==> src/rtl/card_dealer.sv <==
// card_dealer: one-deck card source for the blackjack game FSM.
// Serves one random card per request from a 52-card deck (13 ranks x 4).
// A free-running 16-bit Fibonacci LFSR picks the starting rank. Ranks that
// are used up are skipped by probing forward, wrapping from rank 13 to rank 1.
//
// Ports:
//   clk          system clock
//   rst          asynchronous, active-high reset
//   req          single-cycle draw request
//   shuffle      single-cycle refill of the full deck (aborts a draw in progress)
//   card_value   blackjack value of the last dealt card (1..10, J/Q/K = 10)
//   card_rank    rank of the last dealt card (1 = A .. 13 = K)
//   card_valid   one-cycle pulse when a new card is presented
//   busy         high while a draw is searching
//   cards_left   cards remaining in the deck (0..52)
//   deck_empty   high when cards_left == 0
//   req_dropped  one-cycle pulse: req ignored because deck empty or busy
//
// state  | meaning
// IDLE   | waiting for req/shuffle
// SEARCH | probing rank counts for a nonzero entry
module card_dealer #(
    parameter logic [15:0] SEED       = 16'hACE1,
    parameter int          DECK_CARDS = 52
) (
    input  logic       clk,
    input  logic       rst,
    input  logic       req,
    input  logic       shuffle,
    output logic [3:0] card_value,
    output logic [3:0] card_rank,
    output logic       card_valid,
    output logic       busy,
    output logic [5:0] cards_left,
    output logic       deck_empty,
    output logic       req_dropped
);

    localparam logic [5:0] FULL_DECK = 6'(DECK_CARDS);

    typedef enum logic {
        IDLE   = 1'b0,
        SEARCH = 1'b1
    } state_t;

    state_t      state, state_nxt;
    logic [15:0] lfsr;
    logic [2:0]  rank_cnt [0:12];
    logic [3:0]  probe, probe_nxt;
    logic [3:0]  start_idx;
    logic [5:0]  left;
    logic        hit;
    logic        refill;
    logic        take;
    logic        drop;

    // Fold the 0..15 nibble into 0..12 with a single conditional subtract.
    assign start_idx = (lfsr[3:0] >= 4'd13) ? (lfsr[3:0] - 4'd13) : lfsr[3:0];
    assign hit       = (rank_cnt[probe] != 3'd0);

    always_comb begin
        state_nxt = state;
        probe_nxt = probe;
        refill    = 1'b0;
        take      = 1'b0;
        drop      = 1'b0;
        case (state)
            IDLE: begin
                // A req in the same cycle as shuffle is discarded without a drop pulse.
                if (shuffle) begin
                    refill = 1'b1;
                end else if (req) begin
                    if (left == 6'd0) begin
                        drop = 1'b1;
                    end else begin
                        probe_nxt = start_idx;
                        state_nxt = SEARCH;
                    end
                end
            end
            SEARCH: begin
                if (shuffle) begin
                    refill    = 1'b1;
                    state_nxt = IDLE;
                end else begin
                    drop = req;
                    if (hit) begin
                        take      = 1'b1;
                        state_nxt = IDLE;
                    end else begin
                        probe_nxt = (probe == 4'd12) ? 4'd0 : probe + 4'd1;
                    end
                end
            end
            default: state_nxt = IDLE;
        endcase
    end

    always_ff @(posedge clk or posedge rst) begin
        if (rst) begin
            state       <= IDLE;
            lfsr        <= SEED;
            probe       <= 4'd0;
            left        <= FULL_DECK;
            card_value  <= 4'd0;
            card_rank   <= 4'd0;
            card_valid  <= 1'b0;
            req_dropped <= 1'b0;
            for (int i = 0; i < 13; i++) begin
                rank_cnt[i] <= 3'd4;
            end
        end else begin
            state       <= state_nxt;
            lfsr        <= {lfsr[14:0], lfsr[15] ^ lfsr[13] ^ lfsr[12] ^ lfsr[10]};
            probe       <= probe_nxt;
            card_valid  <= take;
            req_dropped <= drop;
            if (refill) begin
                left <= FULL_DECK;
                for (int i = 0; i < 13; i++) begin
                    rank_cnt[i] <= 3'd4;
                end
            end else if (take) begin
                rank_cnt[probe] <= rank_cnt[probe] - 3'd1;
                left            <= left - 6'd1;
                card_rank       <= probe + 4'd1;
                // Index 9..12 are 10, J, Q, K, all worth 10.
                card_value      <= (probe >= 4'd9) ? 4'd10 : probe + 4'd1;
            end
        end
    end

    assign busy       = (state == SEARCH);
    assign cards_left = left;
    assign deck_empty = (left == 6'd0);

endmodule

==> config.mk <==
export PLATFORM = sky130hd
export DESIGN_NAME = card_dealer
export DESIGN_NICKNAME = d
export VERILOG_FILES = /design/src/rtl/card_dealer.sv
export SDC_FILE = /design/constraint.sdc
export NUM_CORES = 1
export LEC_CHECK = 0
export CORE_MARGIN = 3
export CORE_UTILIZATION = 40
export DETAILED_ROUTE_END_ITERATION = 16
export HOLD_SLACK_MARGIN = 0.03
export SLEW_MARGIN = 20
export SYNTH_ARGS = -nofsm -noshare
export SYNTH_HDL_FRONTEND = slang
export SYNTH_SLANG_ARGS = --single-unit
==> constraint.sdc <==
create_clock -name clk -period 3.1 [get_ports clk]
set_input_delay 0.465 -clock clk [delete_from_list [all_inputs] [get_ports clk]]
set_output_delay 0.465 -clock clk [all_outputs]
set_load 0.005 [all_outputs]
== Word-level counts from Yosys, hierarchy flattened ==
Index checks and enable logic that the tools add are counted.
Storage, ports and cells
  bits in registers: 76
  input port bits: 4
  output and inout port bits: 18
  logic and storage cells: 81
Cells by class
  $add $sub $neg: 4
  magnitude comparators: 4
  equality and inequality tests: 6
  muxes and demuxes: 34
  bitwise operators: 6
  reductions and logical operators: 6
Operators by type and width (number)
  39-bit two-way mux: 2
  39-bit bitwise mux: 1
  4-bit two-way mux: 8
  1-bit two-way mux: 13
  3-bit binary-select mux with 4-bit select: 1
  3-bit demux with 4-bit select: 1
  6-bit two-way mux: 2
  2-bit inequality test, second input constant: 5
  3-bit two-way mux: 3
  4-bit >= comparator, second input constant: 2
  4-bit one-hot mux with 2 select lines: 1
  6-bit zero test: 1
  6-bit by 1-bit subtractor with 6-bit output, second input constant: 1
  5-bit >= comparator, second input constant: 1
  5-bit by 1-bit less-than comparator with 1-bit output, second input constant: 1
  4-bit NOT with 5-bit output: 1
  5-bit AND reduction: 1
  4-bit by 1-bit adder with 4-bit output, second input constant: 1
  4-bit == test, second input constant: 1
  1-bit one-hot mux with 2 select lines: 2
  4-bit subtractor, second input constant: 1
  3-bit nonzero test: 1
  3-bit by 1-bit subtractor with 3-bit output, second input constant: 1
  1-bit bitwise XOR: 3
  other kinds (4): 5

== Depth between registers and ports, before layout ==
Gate-level depths: netlist of run 1.
  depth after elaboration: 10
  mapped depth: 15
  mapped depth without buffers: 11

== Worst setup path after synthesis of run 1 ==
OpenSTA, ideal clock, no wires.
  path kind: reg2reg
  start: reg probe[0]
  end: reg card_value[1]
  setup time: 121 ps
  arrival: 2921 ps
  required time: 2979 ps
  slack: 58 ps
  cell stages (with the launch flop): 15
  path buffers: 4
  clock period less this slack: 3042 ps
  cell sequence: dfrtp_1 > buf_2 > buf_2 > inv_1 > nand2_1 > o31ai_1 > nor2_1 > ha_1 > ha_1 > or3b_4 > clkinv_2 > buf_6 > buf_4 > o21ai_1 > o22a_1
On the way
  longest elaborated chain between the ends: 9
  elaborated cells on any way between the ends: 12
  those cells by class: add/sub (1); order compare (1); mux (7); bitwise (1); reduce/logical (2)
RTL lines
  start, declared: RTL line 49  | logic [3:0] probe, probe_nxt;
  start signal, assigned: RTL line 115  | probe <= probe_nxt;
  4-bit NOT with 5-bit output (not written as such): RTL line 59  | assign hit = (rank_cnt[probe] != 3'd0);
  3-bit binary-select mux with 4-bit select: RTL line 59
  3-bit two-way mux (not written as such) (2 in a row): RTL line 59
  3-bit nonzero test: RTL line 59
  1-bit two-way mux: RTL line 87  | if (hit) begin
  1-bit two-way mux: RTL line 82  | if (shuffle) begin
  1-bit two-way mux: RTL line 67  | case (state)
  net take: RTL line 54  | logic take;
  2-bit AND reduction (no line)
  end signal, assigned: RTL line 128  | card_value <= (probe >= 4'd9) ? 4'd10 : probe + 4'd1;
  end, declared: RTL line 30  | output logic [3:0] card_value,
The timed path passes the listed nets, and every way through them passes these cells. The select of a mux whose other input is x is not followed.
A chain may end at the register's enable or synchronous reset.

== Final worst setup path of run 1 ==
  start: reg probe[0]
  end: reg rank_cnt[4] in the netlist's numbering
On the way
  longest elaborated chain between the ends: 9
  elaborated cells on any way between the ends: 18
  those cells by class: add/sub (1); order compare (2); mux (11); bitwise (1); reduce/logical (3)
RTL lines
  4-bit NOT with 5-bit output (not written as such) (*): RTL line 59, 124
  parallel branches: the longest is 8 deep, another holds 3-bit by 1-bit subtractor with 3-bit output
  end signal, assigned by index: RTL line 124  | rank_cnt[probe] <= rank_cnt[probe] - 3'd1;
  end, declared: RTL line 48  | logic [2:0] rank_cnt [0:12];
Every way passes the cells marked *. The select of a mux whose other input is x is not followed.

==> summary.txt, run 1 <==
status: finished clean
YS warnings: 0
first-pass GRT wire length: 13,300 um
io pins: 22
crit path max fanout: 11
WP data required: 3.38 ns
number of synthesized register bits: 76
LEAKAGE: 0.00190 uW
syn avg cell area: 11.0 sq um
vias: 2,555
Setup Viol. Count Final: 0
period utilisation layout: 94.6%
# DRC: 0
initial DRC count: 116
pre-CTS WS: -0.00900 ns
most common cell after layout, fill and taps aside: nand2_1
Slew Viols, Final: 0
Fillers: 822
crit path from: probe[0]
register area: 1930 sq um
most frequent cells in the layout: nand2_1, dfrtp_1, dfstp_2, buf_4, clkdlybuf4s50_1
Slowest cell on crit path: dfrtp_2
Post-synth top flop: dfrtp_1
worst reg-to-reg setup slack: 0.17 ns
Max rail drop VDD: 0.221 mV
Worst Path Arrival: 3.21 ns
full die area: 10,200 sq um
# Max-Cap Violations: 0
HP Class: reg2reg
die width: 101 um
CP Cell Sequence: buf_4 -> mux4_2 -> a32o_1 -> nor2_1 -> ha_1 -> ha_1 -> or3b_4 -> inv_4 -> buf_4 -> nand3_2 -> or2_0 -> a21oi_1
Reg-to-Reg Start: probe[0]
reg-to-reg endpoint: rank_cnt[4]
final hold slack: 0.357 ns
CP top delay family: simple AND/OR/NAND/NOR gates
share of cells above drive strength 1: 26.5%
cts bufs inserted: 9
CORE AREA: 8760 sq um
synthesized area: 3620 sq um
worst setup path endpoint: rank_cnt[4]
pin count of the biggest net entering global routing: 36
WL per Instance: 16.2 um
post-route setup slack: 0.168 ns
FFs w/ async S/R, synth: 100%
Antenna diodes: 0
P&R area growth vs syn: 18.8%
Starting Density: 41.3%
multi-input logic area: 1570 sq um
Via density: 5.30
GRT Util Overall: 16.7%
worst path bufs/invs: 3
number of synthesized flops with an enable pin: 0
crit end category: flip-flop
Die H: 101 um
Startpoint Class: flip-flop
Rows: 34
Slew @ Worst Pin: 1.00 ns
Slew headroom: 33.1%
Clock Skew: 0.0115 ns
post-layout min period: 2.93 ns
Mapped Nets: 344
critical path class: reg2reg
detailed placement HPWL: 5490 um
Slowest Stage Delay on Critical Path: 0.48 ns
Post-Syn Instances: 329
unrepaired setup endpoints after global routing: no
DR pass1 iterations: 4
DRT antenna net count: 0
CTS Root Cell: clkbuf_8
synth unique cells: 51
total congestion overflow: 0
CP Depth: 12
routed wire length: 7820 um
placed cell count: 462
Fin. Hold Viols: 0
CTS H-tree depth: 3
clk sink count: 76
CTS tree: done
Post-CTS Hold Fix Bufs: 0
Max Clk Rate: 0.341 GHz
Pwr Density: 587 nW/um^2
sequential area share after synthesis: 53.3%
setup TNS: 0 ns
Final nets: 384
Final Util: 49.1%
routability cong.: 0.807
port bufs: 21
clk buf depth: 2
initial antenna violation count: 0
final std cells w/o fill: 482
clock latency on the worst-skew pair: 0.35 ns
Reg2Reg Depth: 12
clock transition at the registers of the reported paths: 0.09 ns
vias in the first global route: 2,566
## synth_stat cells, types with 2 or more instances
| cell | instances | area share (%) |
|---|---|---|
| nor4_1 | 2 | 0.35 |
| nand3_1 | 9 | 1.2 |
| o211ai_1 | 12 | 2.5 |
| mux4_2 | 7 | 4.4 |
| mux2_2 | 4 | 1.2 |
| nand3_2 | 9 | 2.5 |
| a31oi_1 | 3 | 0.52 |
| a21oi_1 | 17 | 2.3 |
| or2_0 | 12 | 2.1 |
| mux2i_1 | 10 | 2.8 |
| a22oi_1 | 2 | 0.41 |
| xor2_1 | 4 | 0.97 |
| clkbuf_1 | 10 | 1.0 |
| o21ai_0 | 9 | 1.2 |
| dfrtp_1 | 52 | 36 |
| inv_1 | 10 | 1.0 |
| nor3_1 | 2 | 0.28 |
| nor2b_1 | 5 | 0.86 |
| ha_1 | 11 | 3.8 |
| nor2_1 | 18 | 1.9 |
| nand2_1 | 51 | 5.3 |
| o31ai_1 | 2 | 0.41 |
| a221oi_1 | 2 | 0.48 |
| a31o_2 | 4 | 0.97 |
| o21ai_1 | 3 | 0.41 |
| dfstp_2 | 24 | 17 |
| a32o_1 | 2 | 0.55 |
| buf_2 | 5 | 0.69 |
| a211oi_1 | 3 | 0.62 |
| xnor2_1 | 4 | 0.97 |
## how the worst min path moves through the flow
stage,from,to,slack (ns),cells past startpoint
6_report,lfsr[8],lfsr[9],0.36,0
4_1_cts,lfsr[14],lfsr[15],0.36,0
3_3_place_gp,lfsr[14],lfsr[15],0.33,0
2_1_floorplan,lfsr[8],lfsr[9],0.33,0
5_1_grt,lfsr[6],lfsr[7],0.36,0
3_5_place_dp,lfsr[14],lfsr[15],0.34,0
## metrics by stage
step / total power (uW) / instance area, sq um
floorplan: 1470 / 3620
global placement: 1740 / 4060
detailed placement: 1740 / 4060
CTS: 2530 / 4260
global route: 2660 / 4300
finish: 2530 / 4300
## cells by family after synthesis
group,Yosys count,share of synthesized area [%]
and+or+nand+nor,119,16.9
DFF,76,53.3
AOI/OAI and AO/OA,66,12.2
buffers and inverters,28,3.42
muxes,21,8.36
adders and majority gates,11,3.80
xor gates and xnor gates,8,1.93
## area by class of cell
type	count	area share [%]
inverter	11	1.02
clock inverter	7	1.86
clock buffer	9	2.88
multi-input combinational	225	36.6
sequential	76	45.0
tap	108	3.14
timing repair buffer	46	9.54
## layer usage
metal | share of wire (%) | track usage [%]
met1 | 49 | 23.5
met4 | 2.1 | 6.95
met2 | 46 | 25.7
met3 | 3.1 | 2.62
met5 | 0 | 0
## report_power, final
| part | internal [uW] | switching, uW | total, uW |
|---|---|---|---|
| Combinational | 291 | 311 | 602 |
| Clock | 385 | 402 | 787 |
| Sequential | 1070 | 65.8 | 1140 |
## flip-flops by register name, summed over array words and instances (netlist names)
| register | flops |
|---|---|
| busy | 1 |
| card_rank | 4 |
| card_valid | 1 |
| card_value | 4 |
| cards_left | 6 |
| lfsr | 16 |
| probe | 4 |
| rank_cnt | 39 |
| req_dropped | 1 |
## timing repair
action                     4_1_cts  5_1_grt
resized for setup                1        4
setup endpoints to repair        1       18
buffers inserted                 0        4
Power figures use the tool's default switching activity.
==> run 2: changes to the inputs <==
--- a/config.mk
+++ b/config.mk
@@ -6,9 +6,12 @@
 export NUM_CORES = 1
 export LEC_CHECK = 0
 export CORE_MARGIN = 3
-export CORE_UTILIZATION = 40
+export CORE_UTILIZATION = 45
+export CTS_BUF_LIST = sky130_fd_sc_hd__clkbuf_4
 export DETAILED_ROUTE_END_ITERATION = 16
 export HOLD_SLACK_MARGIN = 0.03
+export PLACE_DENSITY = 0.66
+export SKIP_CTS_REPAIR_TIMING = 1
 export SLEW_MARGIN = 20
 export SYNTH_ARGS = -nofsm -noshare
 export SYNTH_HDL_FRONTEND = slang
==> summary.txt, run 2 (same netlist as run 1, synthesis figures left out) <==
routability cong.: 0.822 (was 0.807)
CTS Root Cell: clkbuf_4 (was clkbuf_8)
power share of the sequential group: 48.3% (was 45.0%)
Slew headroom: 34.7% (was 33.1%)
io pins: 22 (unchanged)
total congestion overflow: 0 (unchanged)
clk sink count: 76 (unchanged)
initial DRC count: 140 (was 116)
cts bufs inserted: 9 (unchanged)
P_sw: 752 uW (was 779 uW)
clock latency on the worst-skew pair: 0.44 ns (was 0.35 ns)
Comb pwr share: 25.3% (was 23.8%)
crit path max fanout: 15 (was 11)
DRT antenna net count: 0 (unchanged)
Clock Skew: 0.0154 ns (was 0.0115 ns)
vias: 2,599 (was 2,555)
P&R area growth vs syn: 16.4% (was 18.8%)
LEAKAGE: 0.00184 uW (was 0.00190 uW)
most frequent cells in the layout: nand2_1, dfrtp_1, dfstp_2 (was nand2_1, dfrtp_1, dfstp_2, buf_4, clkdlybuf4s50_1)
period utilisation layout: 93.4% (was 94.6%)
Antenna diodes: 0 (unchanged)
clock share of power: 26.4% (was 31.1%)
WP data required: 3.46 ns (was 3.38 ns)
max reg flops: 39 (unchanged)
first-pass GRT wire length: 13,400 um (was 13,300 um)
Net Sw Frac: 31.9% (was 30.8%)
post-route setup slack: 0.205 ns (was 0.168 ns)
Setup Viol. Count Final: 0 (unchanged)
Via density: 5.53 (was 5.30)
pin count of the biggest net entering global routing: 48 (was 36)
CTS H-tree depth: 3 (unchanged)
Rows: 32 (was 34)
pre-CTS WS: 0.103 ns (was -0.00900 ns)
initial antenna violation count: 0 (unchanged)
Final Util: 54.3% (was 49.1%)
detailed placement HPWL: 5530 um (was 5490 um)
port bufs: 21 (unchanged)
worst reg-to-reg setup slack: 0.20 ns (was 0.17 ns)
critical path class: reg2reg (unchanged)
hold endpoint: lfsr[7] (was lfsr[9])
Power Total: 2350 uW (was 2530 uW)
Max Clk Rate: 0.345 GHz (was 0.341 GHz)
WL per Instance: 16.9 um (was 16.2 um)
Max rail drop VDD: 0.190 mV (was 0.221 mV)
GRT Util Overall: 19.3% (was 16.7%)
WHS Path Cells: 0 (unchanged)
clock transition at the registers of the reported paths: 0.13 ns (was 0.09 ns)
post-layout min period: 2.90 ns (was 2.93 ns)
Slew @ Worst Pin: 0.978 ns (was 1.00 ns)
Startpoint Class: flip-flop (unchanged)
Slew Viols, Final: 0 (unchanged)
Fin. Hold Viols: 0 (unchanged)
Reg2Reg Depth: 13 (was 12)
Pwr Density: 558 nW/um^2 (was 587 nW/um^2)
CTS tree: done (unchanged)
die width: 95.7 um (was 101 um)
Die H: 95.7 um (was 101 um)
share of cells above drive strength 1: 25.3% (was 26.5%)
reg-to-reg endpoint: rank_cnt[28] (was rank_cnt[4])
# DRC: 0 (unchanged)
CORE AREA: 7770 sq um (was 8760 sq um)
full die area: 9160 sq um (was 10,200 sq um)
P_int: 1600 uW (was 1750 uW)
Final nets: 378 (was 384)
vias in the first global route: 2,648 (was 2,566)
register with the most flip-flops: rank_cnt (unchanged)
clk buf depth: 2 (unchanged)
Starting Density: 46.6% (was 41.3%)
# Max-Cap Violations: 0 (unchanged)
Worst Path Arrival: 3.26 ns (was 3.21 ns)
routed wire length: 7950 um (was 7820 um)
HP Start: lfsr[6] (was lfsr[8])
crit end category: flip-flop (unchanged)
status: finished clean (unchanged)
Reg-to-Reg Start: probe[0] (unchanged)
HP Class: reg2reg (unchanged)
DR pass1 iterations: 4 (unchanged)
-- run 2: how the worst max path moves through the flow --
stage               startpoint       endpoint  depth (start not counted)
floorplan             probe[0]  card_value[1]                         14
global placement      probe[1]   rank_cnt[28]                         12
detailed placement    probe[1]   rank_cnt[28]                         12
CTS                   probe[1]   rank_cnt[28]                         12
global route          probe[0]   rank_cnt[16]                         13
finish                probe[0]   rank_cnt[28]                         13
-- run 2: through the flow --
step                      cell area [sq um]  hold slack [ns]  instances  TNS [ns]
after floorplan                        3620            0.331        329         0
after global placement                 4050            0.334        454         0
after detailed placement               4050            0.339        454         0
after CTS                              4190            0.367        470         0
after global routing                   4220            0.372        470  -0.00635
final                                  4220            0.366        470         0
-- run 2: power by group through the flow --
stage | Combinational (uW) | Sequential (uW) | Clock, uW
detailed placement | 588 | 1160 | 0
global placement | 581 | 1150 | 0
CTS | 590 | 1140 | 646
floorplan | 332 | 1140 | 0
finish | 595 | 1140 | 620
global route | 658 | 1150 | 688
-- run 2: cell type report --
class,instances,area [sq um]
clock buffer,9,67.6
sequential,76,1930
tap,102,128
multi-input combinational,225,1590
inverter,11,48.8
timing repair buffer,40,378
clock inverter,7,75.1
fill,702,3550
-- run 2: metal layers --
| layer | GRT usage, % | part of all wire [%] | vias to the layer above | routed length [um] |
|---|---|---|---|---|
| li1 | - | - | 1228 | - |
| met2 | 30.3 | 47 | 65 | 3730 |
| met1 | 25.4 | 47 | 1290 | 3720 |
| met4 | 8.77 | 2.3 | 0 | 183 |
| met5 | 0 | 0 | - | 0 |
| met3 | 4.61 | 4.0 | 16 | 317 |
-- run 2: worst max-delay path, cell delays in order (launching register included) --
cell and delay, ns:
dfrtp_1 0.44, buf_12 0.17, mux2_2 0.23, a32oi_1 0.16, o31ai_4 0.11, nor2_1 0.07, ha_1 0.20, ha_1 0.22
or3b_4 0.44, inv_8 0.11, buf_4 0.16, nand3_2 0.13, or2_0 0.24, a21oi_1 0.12
==> run 3: changes to the inputs <==
--- a/config.mk
+++ b/config.mk
@@ -9,7 +9,6 @@
 export CORE_UTILIZATION = 45
 export CTS_BUF_LIST = sky130_fd_sc_hd__clkbuf_4
 export DETAILED_ROUTE_END_ITERATION = 16
-export HOLD_SLACK_MARGIN = 0.03
 export PLACE_DENSITY = 0.66
 export SKIP_CTS_REPAIR_TIMING = 1
 export SLEW_MARGIN = 20
==> constraint.sdc (replaced) <==
create_clock -name clk -period 2.6 [get_ports clk]
set_input_delay 0.39 -clock clk [delete_from_list [all_inputs] [get_ports clk]]
set_output_delay 0.39 -clock clk [all_outputs]
set_load 0.005 [all_outputs]
==> summary.txt, run 3 (same netlist as run 1, synthesis figures left out) <==
routed wire length: 8120 um (was 7950 um)
CTS H-tree depth: 3 (unchanged)
post-layout min period: 2.72 ns (was 2.90 ns)
max reg flops: 39 (unchanged)
# Max-Cap Violations: 0 (unchanged)
Max Clk Rate: 0.367 GHz (was 0.345 GHz)
most common cell after layout, fill and taps aside: dfrtp_1
Via density: 5.47 (was 5.53)
worst reg-to-reg setup slack: -0.12 ns (was 0.20 ns)
CTS tree: done (unchanged)
clk buf depth: 2 (unchanged)
period utilisation layout: 105% (was 93.4%)
Startpoint Class: flip-flop (unchanged)
Max rail drop VDD: 0.248 mV (was 0.190 mV)
register area: 1930 sq um (about the same)
Final nets: 398 (was 378)
DR pass1 iterations: 4 (unchanged)
Slew @ Worst Pin: 0.936 ns (was 0.978 ns)
failing checks: negative setup slack
Fillers: 664 (was 702)
routability cong.: 0.825 (was 0.822)
DRT antenna net count: 0 (unchanged)
total congestion overflow: 0 (unchanged)
post-route setup slack: -0.121 ns (was 0.205 ns)
pin count of the biggest net entering global routing: 77 (was 48)
multi-input logic area: 1750 sq um (was 1590 sq um)
pre-CTS WS: -0.0975 ns (was 0.103 ns)
initial DRC count: 84 (was 140)
first-pass GRT wire length: 13,600 um (was 13,400 um)
# DRC: 0 (unchanged)
status: finished, violations left (was finished clean)
clock latency on the worst-skew pair: 0.44 ns (about the same)
detailed placement HPWL: 5600 um (was 5530 um)
crit end category: flip-flop (unchanged)
Pwr Density: 653 nW/um^2 (was 558 nW/um^2)
unrepaired setup endpoints after global routing: yes
die width: 95.7 um (unchanged)
Slew Viols, Final: 0 (unchanged)
Clock Skew: 0.0155 ns (was 0.0154 ns)
reg-to-reg endpoint: rank_cnt[16] (was rank_cnt[28])
Die H: 95.7 um (unchanged)
WP data required: 2.97 ns (was 3.46 ns)
vias: 2,680 (was 2,599)
WL per Instance: 16.6 um (was 16.9 um)
placed cell count: 471 (was 454)
setup TNS: -1.54 ns (was 0 ns)
Antenna diodes: 0 (unchanged)
critical path class: reg2reg (unchanged)
CTS Root Cell: clkbuf_4 (unchanged)
Reg2Reg Depth: 13 (unchanged)
vias in the first global route: 2,681 (was 2,648)
share of cells above drive strength 1: 33.8% (was 25.3%)
GRT Util Overall: 19.5% (was 19.3%)
P&R area growth vs syn: 25.9% (was 16.4%)
Rows: 32 (unchanged)
Worst Path Arrival: 3.09 ns (was 3.26 ns)
io pins: 22 (unchanged)
initial antenna violation count: 0 (unchanged)
Fin. Hold Viols: 0 (unchanged)
Starting Density: 46.6% (unchanged)
cts bufs inserted: 9 (unchanged)
full die area: 9160 sq um (unchanged)
port bufs: 21 (unchanged)
clock transition at the registers of the reported paths: 0.13 ns (about the same)
Setup Viol. Count Final: 29 (was 0)
clk sink count: 76 (unchanged)
Slew headroom: 37.5% (was 34.7%)
final std cells w/o fill: 490 (was 470)
crit path max fanout: 12 (was 15)
register with the most flip-flops: rank_cnt (unchanged)
HP Class: in2async (was reg2reg)
CORE AREA: 7770 sq um (unchanged)
LEAKAGE: 0.00198 uW (was 0.00184 uW)
Reg-to-Reg Start: probe[0] (unchanged)
most frequent cells in the layout: dfrtp_1, nand2_1, buf_4 (was nand2_1, dfrtp_1, dfstp_2)
run 3: cell types whose count changed in the layout (fill, tap and decap cells not counted), moves of 2 or more:
cell      previous run  this run
nand3_1              9         6
nor2_4               0         2
nand3_4              0         9
nand3_2              9         3
buf_6                0         2
inv_1                9         7
ha_1                11         9
clkinv_4             0         2
nand2_1             51        46
nor2_1              18        16
inv_2                1         3
buf_4               17        33
nand2_2              0         5
run 3: cell type report:
class / count / area share [%]
clock buffers: 9 / 1.48
clock inverters: 7 / 1.65
inverters: 11 / 1.07
multi-input cells: 225 / 38.4
flip-flops and latches: 76 / 42.4
well taps: 102 / 2.80
repair buffers: 60 / 12.2
run 3: per-layer routing:
metal	vias to the layer above	share of wire (%)	GRT usage (%)
met5	-	0	0
met4	0	2.2	8.65
met3	16	4.6	2.66
met2	69	47	30.4
met1	1323	46	27.1
li1	1272	-	-
run 3: how the worst max path moves through the flow:
stage                   from            end  slack [ns]  cells after the start
floorplan           probe[0]  cards_left[3]       -0.05                     15
global placement    probe[2]   rank_cnt[16]       -0.07                     12
detailed placement  probe[0]  card_value[0]        -0.1                     12
CTS                 probe[2]   rank_cnt[16]       -0.14                     12
global route        probe[0]   rank_cnt[28]       -0.23                     13
finish              probe[0]   rank_cnt[16]       -0.12                     13
run 3: through the flow:
step                cell area, sq um  utilization [%]  hold WS [ns]  power, uW
finish                          4560             58.7         0.334       2980
detailed placement              4320             55.7         0.337       2220
global placement                4320             55.7         0.335       2210
CTS                             4470             57.5         0.341       2970
global route                    4560             58.7         0.346       3150
floorplan                       3790                -         0.331       1830
run 3: power breakdown:
part	leakage, uW	switching, uW	internal (uW)
Sequential	0.000959	58.2	1280
Clock	0.0000702	453	296
Combinational	0.000947	459	434
Total	0.00198	970	2010
run 3: critical path, stage by stage, from the launching register on:
cell and delay [ns]:
dfrtp_1 0.43, buf_12 0.16, mux4_2 0.35, a22oi_2 0.09
nand2_1 0.09, a21oi_2 0.04, ha_2 0.20, ha_4 0.16
or3b_4 0.40, inv_8 0.11, buf_8 0.14, nand3_4 0.10
or2_0 0.25, a21oi_1 0.12
